<file path="config.mk">
export PLATFORM = sky130hd
export DESIGN_NAME = gpi_filter
export DESIGN_NICKNAME = d
export VERILOG_FILES = /design/src/rtl/gpi_filter_pkg.sv /design/src/rtl/gpi_filter_ch.sv /design/src/rtl/gpi_filter.sv
export SDC_FILE = /design/constraint.sdc
export NUM_CORES = 1
export LEC_CHECK = 0
export ABC_AREA = 1
export CELL_PAD_IN_SITES_DETAIL_PLACEMENT = 1
export CELL_PAD_IN_SITES_GLOBAL_PLACEMENT = 1
export CORE_MARGIN = 2
export CORE_UTILIZATION = 45
export DETAILED_ROUTE_END_ITERATION = 8
export HOLD_SLACK_MARGIN = 0.05
export PLACE_DENSITY_LB_ADDON = 0.25
export SLEW_MARGIN = 15
export SYNTH_ARGS = -nofsm -noshare
export SYNTH_HDL_FRONTEND = slang
export SYNTH_SLANG_ARGS = --single-unit
</file>
<file path="constraint.sdc">
create_clock -name clk -period 2.9 [get_ports clk]
set_input_delay 0.29 -clock clk [delete_from_list [all_inputs] [get_ports clk]]
set_output_delay 0.29 -clock clk [all_outputs]
set_load 0.01 [all_outputs]
</file>
<file path="src/rtl/gpi_filter_pkg.sv">
// Shared CSR constants and decode helper for the gpi_filter block.
// Latency: none (constants and a pure function).
// Backpressure: none.
package gpi_filter_pkg;

  // Register offsets relative to BASE_ADDR
  localparam logic [4:0] CSR_DBNC_OFF = 5'd0;
  localparam logic [4:0] CSR_IE_OFF   = 5'd1;
  localparam logic [4:0] CSR_IP_OFF   = 5'd2;

  // Debounce length loaded on reset, in prescaler ticks
  localparam logic [7:0] DBNC_RST = 8'h04;

  typedef enum logic [1:0] {
    SEL_DBNC,
    SEL_IE,
    SEL_IP,
    SEL_NONE
  } csr_sel_t;

  // Offset arithmetic is modulo 32, so a block placed near the top of the
  // address space wraps consistently with how the base is added.
  function automatic csr_sel_t csr_decode(input logic [4:0] addr,
                                          input logic [4:0] base);
    logic [4:0] off;
    off = addr - base;
    case (off)
      CSR_DBNC_OFF: csr_decode = SEL_DBNC;
      CSR_IE_OFF:   csr_decode = SEL_IE;
      CSR_IP_OFF:   csr_decode = SEL_IP;
      default:      csr_decode = SEL_NONE;
    endcase
  endfunction

endpackage

</file>
<file path="src/rtl/gpi_filter_ch.sv">
// One debounced input channel: 2-flop synchroniser, tick-based counter, output flop.
// Latency: 3 clk from pin to out with dbnc==0, otherwise dbnc ticks after sync.
// Backpressure: none; the channel samples every cycle.
//
// Ports: clk, rst (sync, active-high), pin (raw async level), tick (shared
// prescaler strobe), dbnc (debounce length), out (debounced level), flip
// (combinational: out takes a new value on this clock edge).
module gpi_filter_ch (
  input  logic       clk,
  input  logic       rst,
  input  logic       pin,
  input  logic       tick,
  input  logic [7:0] dbnc,
  output logic       out,
  output logic       flip
);

  logic       in0;
  logic       in1;
  logic [7:0] cnt;
  logic [7:0] cnt_nxt;
  logic       out_nxt;
  logic [8:0] cnt_inc;

  // Nine bits so the compare against dbnc never sees a wrapped count
  assign cnt_inc = {1'b0, cnt} + 9'd1;

  always_comb begin
    out_nxt = out;
    cnt_nxt = cnt;
    if (in1 == out) begin
      cnt_nxt = '0;
    end else if (dbnc == 8'd0) begin
      // Bypass: follow the synchronised level directly
      out_nxt = in1;
      cnt_nxt = '0;
    end else if (tick) begin
      // >= rather than == so that lowering dbnc commits a channel already
      // past the new length on its next tick
      if (cnt_inc >= {1'b0, dbnc}) begin
        out_nxt = in1;
        cnt_nxt = '0;
      end else begin
        cnt_nxt = cnt_inc[7:0];
      end
    end
  end

  assign flip = (out_nxt != out);

  always_ff @(posedge clk) begin
    if (rst) begin
      in0 <= 1'b0;
      in1 <= 1'b0;
      out <= 1'b0;
      cnt <= '0;
    end else begin
      in0 <= pin;
      in1 <= in0;
      out <= out_nxt;
      cnt <= cnt_nxt;
    end
  end

endmodule

</file>
<file path="src/rtl/gpi_filter.sv">
// Debounce filter for NUM_GPIOS raw inputs with CSR-programmable length and change interrupt.
// Latency: out 3 clk after pin (dbnc==0) or after dbnc prescaler ticks; csr_do 1 clk after csr_a.
// Backpressure: none; CSR writes complete in the strobe cycle, reads always respond.
//
// Ports: clk, rst (sync, active-high); csr_a/csr_di/csr_we/csr_do CSR bus
// (DBNC at BASE+0, IE at BASE+1, IP at BASE+2 write-1-to-clear);
// in (raw pins), out (debounced levels), irq (OR of IP & IE).
module gpi_filter
  import gpi_filter_pkg::*;
#(
  parameter logic [4:0] BASE_ADDR = 5'b0,
  parameter int         NUM_GPIOS = 8,
  parameter int         PRESCALE  = 16
) (
  input  logic                 clk,
  input  logic                 rst,
  input  logic [4:0]           csr_a,
  input  logic [7:0]           csr_di,
  input  logic                 csr_we,
  output logic [7:0]           csr_do,
  input  logic [NUM_GPIOS-1:0] in,
  output logic [NUM_GPIOS-1:0] out,
  output logic                 irq
);

  localparam int            PW      = (PRESCALE > 1) ? $clog2(PRESCALE) : 1;
  localparam logic [PW-1:0] PS_LOAD = PW'(PRESCALE - 1);

  logic [PW-1:0]        ps;
  logic                 tick;
  logic [7:0]           dbnc;
  logic [NUM_GPIOS-1:0] ie;
  logic [NUM_GPIOS-1:0] ip;
  logic [NUM_GPIOS-1:0] flips;
  logic [NUM_GPIOS-1:0] ip_clr;
  logic [7:0]           rd_dat;
  csr_sel_t             sel;

  // Prescaler: one tick every PRESCALE cycles, shared by all channels
  assign tick = (ps == '0);

  always_ff @(posedge clk) begin
    if (rst) begin
      ps <= PS_LOAD;
    end else if (tick) begin
      ps <= PS_LOAD;
    end else begin
      ps <= ps - 1'b1;
    end
  end

  for (genvar i = 0; i < NUM_GPIOS; i++) begin : g_ch
    gpi_filter_ch u_ch (
      .clk  (clk),
      .rst  (rst),
      .pin  (in[i]),
      .tick (tick),
      .dbnc (dbnc),
      .out  (out[i]),
      .flip (flips[i])
    );
  end

  assign sel    = csr_decode(csr_a, BASE_ADDR);
  assign ip_clr = (csr_we && sel == SEL_IP) ? csr_di[NUM_GPIOS-1:0] : '0;

  always_comb begin
    rd_dat = '0;
    case (sel)
      SEL_DBNC: rd_dat = dbnc;
      SEL_IE:   rd_dat[NUM_GPIOS-1:0] = ie;
      SEL_IP:   rd_dat[NUM_GPIOS-1:0] = ip;
      default:  rd_dat = '0;
    endcase
  end

  always_ff @(posedge clk) begin
    if (rst) begin
      dbnc   <= DBNC_RST;
      ie     <= '0;
      ip     <= '0;
      csr_do <= '0;
    end else begin
      if (csr_we && sel == SEL_DBNC) begin
        dbnc <= csr_di;
      end
      if (csr_we && sel == SEL_IE) begin
        ie <= csr_di[NUM_GPIOS-1:0];
      end
      // A new edge wins over a same-cycle clear of that bit
      ip     <= (ip & ~ip_clr) | flips;
      csr_do <= rd_dat;
    end
  end

  assign irq = |(ip & ie);

endmodule
</file>
After elaboration in Yosys (flattened, before gate mapping) --
Cells that the tools add are included.
Storage, ports and cells: bits in registers 124, output and inout port bits 17, word-level logic and storage cells 138
Operators by class: $add $sub $neg 9, $lt $le $gt $ge 8, equality and inequality tests 20, mux-type cells 43, bitwise gates (word level) 4, reduce and logical (&&, ||, !) cells 17
Operator list (count):
- 8-bit by 1-bit adder with 9-bit output (second input constant) | 8
- 9-bit by 8-bit >= comparator with 1-bit output | 8
- 8-bit two-way mux | 9
- 1-bit two-way mux | 32
- 8-bit case mux with 3 select lines | 1
- 3-bit OR reduction | 8
- 8-bit bitwise AND | 2
- 1-bit == test | 8
- 8-bit zero test | 1
- 1-bit inequality test | 8
- 8-bit NOT | 1
- 8-bit OR | 1
- 8-bit OR reduction | 1
- 2-bit case mux with 3 select lines | 1
- 5-bit by 1-bit == test with 1-bit output (second input constant) | 1
- 5-bit by 2-bit == test with 1-bit output (second input constant) | 1
- 5-bit zero test | 1
- 4-bit zero test | 1
- 4-bit by 1-bit subtractor with 4-bit output (second input constant) | 1
- 1-bit logical AND | 3
- 2-bit by 1-bit == test with 1-bit output (second input constant) | 1
- 2-bit == test (second input constant) | 1
- 2-bit zero test | 1
- 2-bit OR reduction | 1

Depth between registers and ports, before layout --
Gate-level depths: netlist of the first run.
word-level depth 8, depth in mapped cells 18, depth with buffers taken out 18

By module --
A second synthesis of the first run with hierarchy kept.
Unflattened totals: cell total of the unflattened synthesis 1142, area, all modules 8180.3 sq um
Modules (own cells, without submodules):
- gpi_filter_ch at g_ch[0].u_ch ... | instances 7, cells an instance 117, area each 822.0 sq um, seq. area each 220.2 sq um
- gpi_filter | instances 1, cells an instance 206, area each 1607.8 sq um, seq. area each 720.7 sq um
- gpi_filter_ch at g_ch[2].u_ch | instances 1, cells an instance 117, area each 818.3 sq um, seq. area each 220.2 sq um

Least setup slack after synthesis of the first run --
OpenSTA, ideal clock, no wires.
path kind register to register, start register g_ch[4].u_ch.cnt[0], end register g_ch[4].u_ch.cnt[1], arrival 1.952 ns, slack 0.868 ns, cell stages (with the launch flop) 13, clock period less this slack 2.032 ns, path through dfxtp_1 > ha_1 > nand3_1 > nor2_1 > xor2_1 > ha_1 > a21oi_1 > nand2_1 > nand2_1 > nand2_1 > nand2_1 > nand3_1 > nor3_1
On the way: longest elaborated chain between the ends 3
Ends and longest elaborated chain:
- start: declaration | RTL line gpi_filter_ch.sv:20 | logic [7:0] cnt;
- start signal: assignment | RTL line gpi_filter_ch.sv:61 | cnt <= cnt_nxt;
- 8-bit by 1-bit adder with 9-bit output (*) | RTL line gpi_filter_ch.sv:26 | assign cnt_inc = {1'b0, cnt} + 9'd1;
- 9-bit by 8-bit >= comparator with 1-bit output | RTL line gpi_filter_ch.sv:40 | if (cnt_inc >= {1'b0, dbnc}) begin
- 8-bit two-way mux (*) | RTL line gpi_filter_ch.sv:40
Mark *: on every way between the ends. The rest lies on a longest branch, timed or not. A chain may end at the register's enable or synchronous reset.

Worst setup path in the final report of the first run --
start register g_ch[4].u_ch.cnt[0], end register g_ch[4].u_ch.cnt[0]
Same word-level chain as after synthesis.

==> impl_metrics.json, run 1 <==
{
  "gp_congestion": 0.825,
  "wl_per_cell_microns": 16.2,
  "start_util": 0.456,
  "cp.arrival_ns": 2.83,
  "end_kind": "flip-flop",
  "total_power_mw": 4.12,
  "required_ns": 3.24,
  "power_frac_seq": 0.421,
  "powerDensity_nw_per_um2": 476,
  "fill_cells": 2073,
  "switching_share": 0.235,
  "fin_crit_sh": 0.858,
  "cts.path.max_buffers": 2,
  "yosys.area_share.simple": 0.262,
  "final_nets": 1162,
  "p_int_mw": 3.15,
  "cts.htree.levels": 4,
  "dp_hpwl_microns": 14700,
  "syn_inst": 1031,
  "path_clk_slew_ns": 0.06,
  "hold_class": "input pin to flip-flop",
  "dr.pass1.iters": 5,
  "drt-total-wl_microns": 21100,
  "cts_resized": 0,
  "pwr-share-clk": 0.541,
  "synth_adder_area_share": 0.124,
  "synthDistinctLibCells": 38,
  "tightest_slew_ns": 0.786,
  "area_delta_synth_final_pct": 15.6,
  "combinationalPowerShare": 0.038,
  "rsz0062_at_grt": "false",
  "status": "finished clean",
  "core-area_sq_um": 16400,
  "path_max_fanout": 8,
  "regArea_sq_um": 2480,
  "report.final.slew_viol_count": 0,
  "synth.cell_area_sq_um": 7480,
  "grt_overflow": 0,
  "finalSetupViolations": 0,
  "finalCriticalPeriod_ns": 2.49,
  "cts_setup_buffers": 0,
  "hold_viol": 0,
  "cts_root_buf": "clkbuf_16",
  "antenna_found_initial": 0,
  "clkSinkCount": 124,
  "synth-compound-area-share": 0.128,
  "dr_total_vias": 6838,
  "grt_max_degree": 73,
  "multi_input_area_sq_um": 4240,
  "n_antenna_cell": 0,
  "dieArea_sq_um": 17700,
  "grt_pass1_vias": 6929,
  "ys_seq_area_frac": 0.332,
  "worstSetupPathType": "flip-flop to flip-flop",
  "p_sw_mw": 0.968,
  "crit_path_start_kind": "flip-flop",
  "pin_count": 41,
  "antenna_left": 0,
  "synth_mux_area_frac": 0,
  "dieWidth_microns": 133,
  "fin_skew_ns": 0.0125,
  "dieHeight_microns": 133,
  "yosysWarnings": 0,
  "drc": 0,
  "synth_fp_nets": 1129,
  "fin_setup_tns_ns": 0,
  "portBuffers": 40,
  "max_cap_violations": 0,
  "fmax_ghz": 0.402,
  "first_iter_violations": 383,
  "p_leak_nw": 4.07,
  "drive_above_1_share": 0.0826,
  "insertion_delay_ns": 0.43,
  "grt_usage": 0.249,
  "synth_top_family_by_area": "simple AND/OR/NAND/NOR gates",
  "slew_headroom": 0.475,
  "grt_pass1_wl_microns": 34800,
  "synth-seq-cells": 124,
  "postCtsHoldBufs": 0,
  "rows": 47,
  "synth_area_per_cell_sq_um": 7.26,
  "tritoncts": "done",
  "viasPerCell": 5.27,
  "synth_xor_area_frac": 0.0535,
  "numCtsBuffers": 17,
  "peakVddDrop_v": 0.000420
}
-- Yosys cell counts (all sizes together) --
master / n / share of area
nor4: 4 / 0.0033
nor3: 17 / 0.021
a31oi: 8 / 0.0075
a221oi: 2 / 0.0023
inv: 147 / 0.074
o21bai: 2 / 0.0020
ha: 74 / 0.12
nand3b: 8 / 0.0080
nor2: 99 / 0.057
o211ai: 7 / 0.0070
nand4: 15 / 0.013
a21oi: 85 / 0.058
dfxtp: 124 / 0.33
buf: 27 / 0.022
o21ai: 53 / 0.035
or2: 2 / 0.0017
a211oi: 13 / 0.014
a22o: 1 / 0.0012
nand3: 51 / 0.037
clkbuf: 8 / 0.0040
clkinv: 3 / 0.0015
nand2: 237 / 0.12
xor2: 34 / 0.042
xnor2: 10 / 0.012
-- kinds of logic after synthesis --
group / Yosys count
compound gates: 171
fa+ha+maj: 74
flops: 124
xor+xnor: 44
buf+inv: 185
simple gates: 433
-- per-layer routing --
layer	vias to the layer above	wire length, microns	GRT usage
met5	-	0	0
met4	0	505	0.0872
met3	37	816	0.0540
met2	117	9970	0.414
met1	3281	9760	0.318
li1	3403	-	-
-- layout make-up --
cell class	count	area share
Clock buffer	21	0.0555
Clock inverter	11	0.0150
Inverter	150	0.0651
Multi-Input combinational cell	722	0.490
Sequential cell	124	0.287
Tap cell	220	0.0318
Timing Repair Buffer	49	0.0555
-- power by group through the flow --
stage	clock network [mW]	registers, mW	logic, mW
after CTS	2.25	1.73	0.157
after detailed placement	0	1.77	0.155
final	2.23	1.73	0.156
after floorplan	0	1.77	0.0868
after global routing	2.33	1.73	0.174
after global placement	0	1.77	0.151
-- path summary, 6_finish.rpt --
kind	cells past startpoint	from	slack (ns)	endpoint
max	15	g_ch[4].u_ch.cnt[0]	0.41	g_ch[4].u_ch.cnt[0]
min	3	in[0]	0.38	g_ch[0].u_ch.in0
max reg2reg	15	g_ch[4].u_ch.cnt[0]	0.41	g_ch[4].u_ch.cnt[0]
min reg2reg	1	ps[0]	0.39	ps[0]
-- cell usage in the layout (no fill, tap or decap), drive strengths merged, types with 34 or more instances in the layout --
| cell | instances |
|---|---|
| nand2 | 237 |
| inv | 151 |
| dfxtp | 124 |
| nor2 | 99 |
| a21oi | 85 |
| ha | 74 |
| o21ai | 53 |
| nand3 | 51 |
| clkdlybuf4s50 | 40 |
| xor2 | 34 |
-- metrics by stage --
stage	hold slack, ns	area, sq um	worst slack, ns	util	std cells
2_1_floorplan	0.366	7480	0.868	-	1031
3_3_place_gp	0.375	8040	0.479	0.490	1265
3_5_place_dp	0.384	8040	0.461	0.490	1265
4_1_cts	0.375	8650	0.414	0.527	1297
5_1_grt	0.393	8650	0.0308	0.527	1297
6_report	0.384	8650	0.411	0.527	1297
-- sequential cells by signal, indices dropped and copies added (netlist names) --
name and cells:
g_ch.u_ch.out 8, csr_do 8, g_ch.u_ch.cnt 64, ps 4, ip 8, dbnc 8, g_ch.u_ch.in0 8, ie 8
g_ch.u_ch.in1 8
-- worst max-delay path, cell delays in order (launching register included) --
cell	delay [ns]
dfxtp_1	0.41
ha_1	0.22
nand3_1	0.12
xnor2_1	0.25
ha_1	0.29
nand2_1	0.07
inv_1	0.05
nand2_1	0.06
nand3_1	0.07
nand2_1	0.06
nand2_1	0.06
nand2_1	0.07
nand2_1	0.05
nand2_1	0.13
nand3_1	0.28
a21oi_1	0.23
Power figures use the tool's default switching activity.
==> run 2: changes to the inputs <==
--- a/config.mk
+++ b/config.mk
@@ -5,11 +5,10 @@
 export SDC_FILE = /design/constraint.sdc
 export NUM_CORES = 1
 export LEC_CHECK = 0
-export ABC_AREA = 1
 export CELL_PAD_IN_SITES_DETAIL_PLACEMENT = 1
 export CELL_PAD_IN_SITES_GLOBAL_PLACEMENT = 1
 export CORE_MARGIN = 2
-export CORE_UTILIZATION = 45
+export CORE_UTILIZATION = 50
 export DETAILED_ROUTE_END_ITERATION = 8
 export HOLD_SLACK_MARGIN = 0.05
 export PLACE_DENSITY_LB_ADDON = 0.25
==> constraint.sdc (replaced) <==
create_clock -name clk -period 3.2 [get_ports clk]
set_input_delay 0.32 -clock clk [delete_from_list [all_inputs] [get_ports clk]]
set_output_delay 0.32 -clock clk [all_outputs]
set_load 0.01 [all_outputs]
==> run 2 against run 1 <==
  * Total power decreased by 10%
  * Final cell count decreased by 18%
  * Cell area is 4.7% lower
  * Routed wire length down 7.3%
  * Critical endpoint is now g_ch[6].u_ch.cnt[6]
  * Largest cell class unchanged
==> impl_metrics.json, run 2 <==
{
  "yosysTopAreaCellShare": 0.350,
  "drc": 0,
  "path_clk_slew_ns": 0.06,
  "antenna_found_initial": 0,
  "slew_headroom": 0.477,
  "grt_pass1_vias": 6348,
  "postCtsHoldBufs": 0,
  "hold_class": "flip-flop to flip-flop",
  "first_iter_violations": 294,
  "largest_reg_flops": 64,
  "fin_util": 0.594,
  "synth_flop_cell": "dfxtp_1",
  "path_max_fanout": 8,
  "synth-edff-count": 0,
  "crit_slowest_cell": "o2111ai_1",
  "worstPathCellList": "ha_1 -> nand3_1 -> nor2_1 -> xor2_1 -> ha_1 -> nand2_1 -> o21ai_0 -> a21oi_1 -> o2111ai_1 -> nor2_1",
  "hold_viol": 0,
  "portBuffers": 40,
  "core-area_sq_um": 13900,
  "timing.rr.end": "g_ch[6].u_ch.cnt[6]",
  "status": "finished clean",
  "synth-seq-cells": 124,
  "r2r_cells": 10,
  "final_nets": 964,
  "start_util": 0.511,
  "dpl-instance-area_sq_um": 7630,
  "syn_inst": 827,
  "fin_crit_sh": 0.859,
  "fmax_ghz": 0.364,
  "holdPathEnd": "ps[0]",
  "p_leak_nw": 3.27,
  "max_cap_violations": 0,
  "fin_skew_ns": 0.00826,
  "synthDistinctLibCells": 43,
  "fin_setup_tns_ns": 0,
  "finalSetupViolations": 0,
  "viasPerCell": 5.59,
  "cp.arrival_ns": 3.02,
  "reg2reg_setup_slack_ns": 0.45,
  "finalCriticalPeriod_ns": 2.75,
  "ys_seq_area_frac": 0.350,
  "antenna_left": 0,
  "crit_path_max_incr_delay_ns": 0.67,
  "dieHeight_microns": 123,
  "fin_area_sq_um": 8250,
  "end_kind": "flip-flop",
  "dieWidth_microns": 123,
  "whs_ns": 0.419,
  "cts.htree.levels": 4,
  "holdPathStages": 1,
  "dieArea_sq_um": 15200,
  "placed_cells": 1027,
  "cts_root_buf": "clkbuf_16",
  "rsz0062_at_grt": "false",
  "area_delta_synth_final_pct": 16.2,
  "synth_area_per_cell_sq_um": 8.58,
  "layout.cells.non_filler": 1058,
  "dp_hpwl_microns": 13500,
  "pin_count": 41,
  "place_ws_ns": 0.468,
  "n_antenna_cell": 0,
  "wl_per_cell_microns": 18.5,
  "regMostFlops": "g_ch.u_ch.cnt",
  "clkSinkCount": 124,
  "cts.path.max_buffers": 2,
  "worstSetupPathType": "flip-flop to flip-flop",
  "fin_ws_ns": 0.451,
  "cts_resized": 0,
  "crit_path_start_kind": "flip-flop",
  "synth_top_cell_by_area": "dfxtp_1",
  "total_power_mw": 3.71,
  "dr.pass1.iters": 5,
  "cts_setup_buffers": 0,
  "peakVddDrop_v": 0.000392,
  "synth.most_common_cell": "nor2_1",
  "fill_cells": 1601,
  "grt_pass1_wl_microns": 31900,
  "gp_congestion": 0.822,
  "synth_fp_nets": 925,
  "grt_usage": 0.272,
  "postSynth.asyncResetShare": 0,
  "yosysWarnings": 0,
  "dr_total_vias": 5911,
  "grt_max_degree": 56,
  "rows": 43,
  "drt-total-wl_microns": 19500,
  "mostFrequentLayoutCells": "nor2_1 (132), dfxtp_1 (124), nand2_1 (111)",
  "synth.cell_area_sq_um": 7100,
  "powerDensity_nw_per_um2": 449,
  "required_ns": 3.47,
  "tritoncts": "done",
  "insertion_delay_ns": 0.42,
  "numCtsBuffers": 17,
  "drive_above_1_share": 0.0535,
  "layout_commonest_cell": "nor2_1",
  "rr_startpoint": "g_ch[6].u_ch.cnt[0]",
  "grt_overflow": 0,
  "synth_area_leaders": "dfxtp_1 (35%), ha_1 (13%), xnor2_1 (7.7%), nor2_1 (7.0%), xor2_1 (6.3%)",
  "synth_common_cells": "nor2_1 (132), dfxtp_1 (124), nand2_1 (111)",
  "report.final.slew_viol_count": 0,
  "hp-start": "ps[0]",
  "tightest_slew_ns": 0.783
}
## run 2: changes by cell type after synthesis, sizes merged, moves of 10 or more
cell	change
xnor2	+52
a21oi	-40
nor2	+33
nand2	-126
inv	-133
buf	-11
a211oi	-11
nor3	+10
o21ai	-30
nand3	-32
nor2b	+24
xor2	+17
mux2i	+32
## run 2: layout make-up
| type | count | area (sq um) | share of cell area |
|---|---|---|---|
| multi-input combinational | 661 | 4400 | 0.533 |
| sequential | 124 | 2480 | 0.301 |
| timing repair buffer | 48 | 473 | 0.0574 |
| clock buffer | 19 | 453 | 0.0549 |
| tap | 180 | 225 | 0.0273 |
| clock inverter | 12 | 165 | 0.0200 |
| inverter | 14 | 52.6 | 0.00637 |
## run 2: kinds of logic (layout without fill, tap and decap cells)
kind of cell	Yosys count	count (layout)	share of synthesized area
buffers and inverters	42	93	0.0307
flip-flops	124	124	0.350
AND/OR/NAND/NOR	341	341	0.212
XOR/XNOR	113	113	0.139
AO/OA/AOI/OAI	101	101	0.0924
multiplexers	32	32	0.0451
adder cells (fa/ha/maj)	74	74	0.130
## run 2: power breakdown
part	total, mW	leakage [nW]	switching (mW)	internal, mW
clock network	2.01	0.292	0.742	1.27
logic	0.127	1.97	0.0701	0.0566
registers	1.57	1.00	0.00968	1.56
## run 2: how the worst max path moves through the flow
stage	startpoint	end	slack (ns)	cells past startpoint
2_1_floorplan	g_ch[1].u_ch.cnt[0]	ip[1]	0.95	10
3_3_place_gp	g_ch[0].u_ch.cnt[0]	g_ch[0].u_ch.cnt[7]	0.64	10
3_5_place_dp	g_ch[0].u_ch.cnt[0]	g_ch[0].u_ch.cnt[3]	0.47	10
4_1_cts	g_ch[0].u_ch.cnt[0]	g_ch[0].u_ch.cnt[6]	0.44	10
5_1_grt	g_ch[0].u_ch.cnt[0]	g_ch[0].u_ch.cnt[7]	0.17	10
6_report	g_ch[6].u_ch.cnt[0]	g_ch[6].u_ch.cnt[6]	0.45	10
## run 2: worst max-delay path: cells and delay by family, from the launching register on
kind	cells	cell delay, ns
compound gates	3	0.94
simple gates	4	0.63
fa+ha+maj	2	0.53
flops	1	0.40
xor+xnor	1	0.09
## run 2: metal layers
layer | up-vias | global-route usage | wire, microns
met1 | 2863 | 0.328 | 8420
met5 | - | 0 | 0
met3 | 30 | 0.0512 | 762
met4 | 0 | 0.0909 | 387
met2 | 127 | 0.485 | 9950
li1 | 2891 | - | -
==> run 3: changes to the inputs <==
--- a/config.mk
+++ b/config.mk
@@ -9,6 +9,7 @@
 export CELL_PAD_IN_SITES_GLOBAL_PLACEMENT = 1
 export CORE_MARGIN = 2
 export CORE_UTILIZATION = 50
+export CTS_CLUSTER_SIZE = 8
 export DETAILED_ROUTE_END_ITERATION = 8
 export HOLD_SLACK_MARGIN = 0.05
 export PLACE_DENSITY_LB_ADDON = 0.25
==> results of run 3 <==
Same layout as run 2: the final DEF is identical, and so are final timing and power.
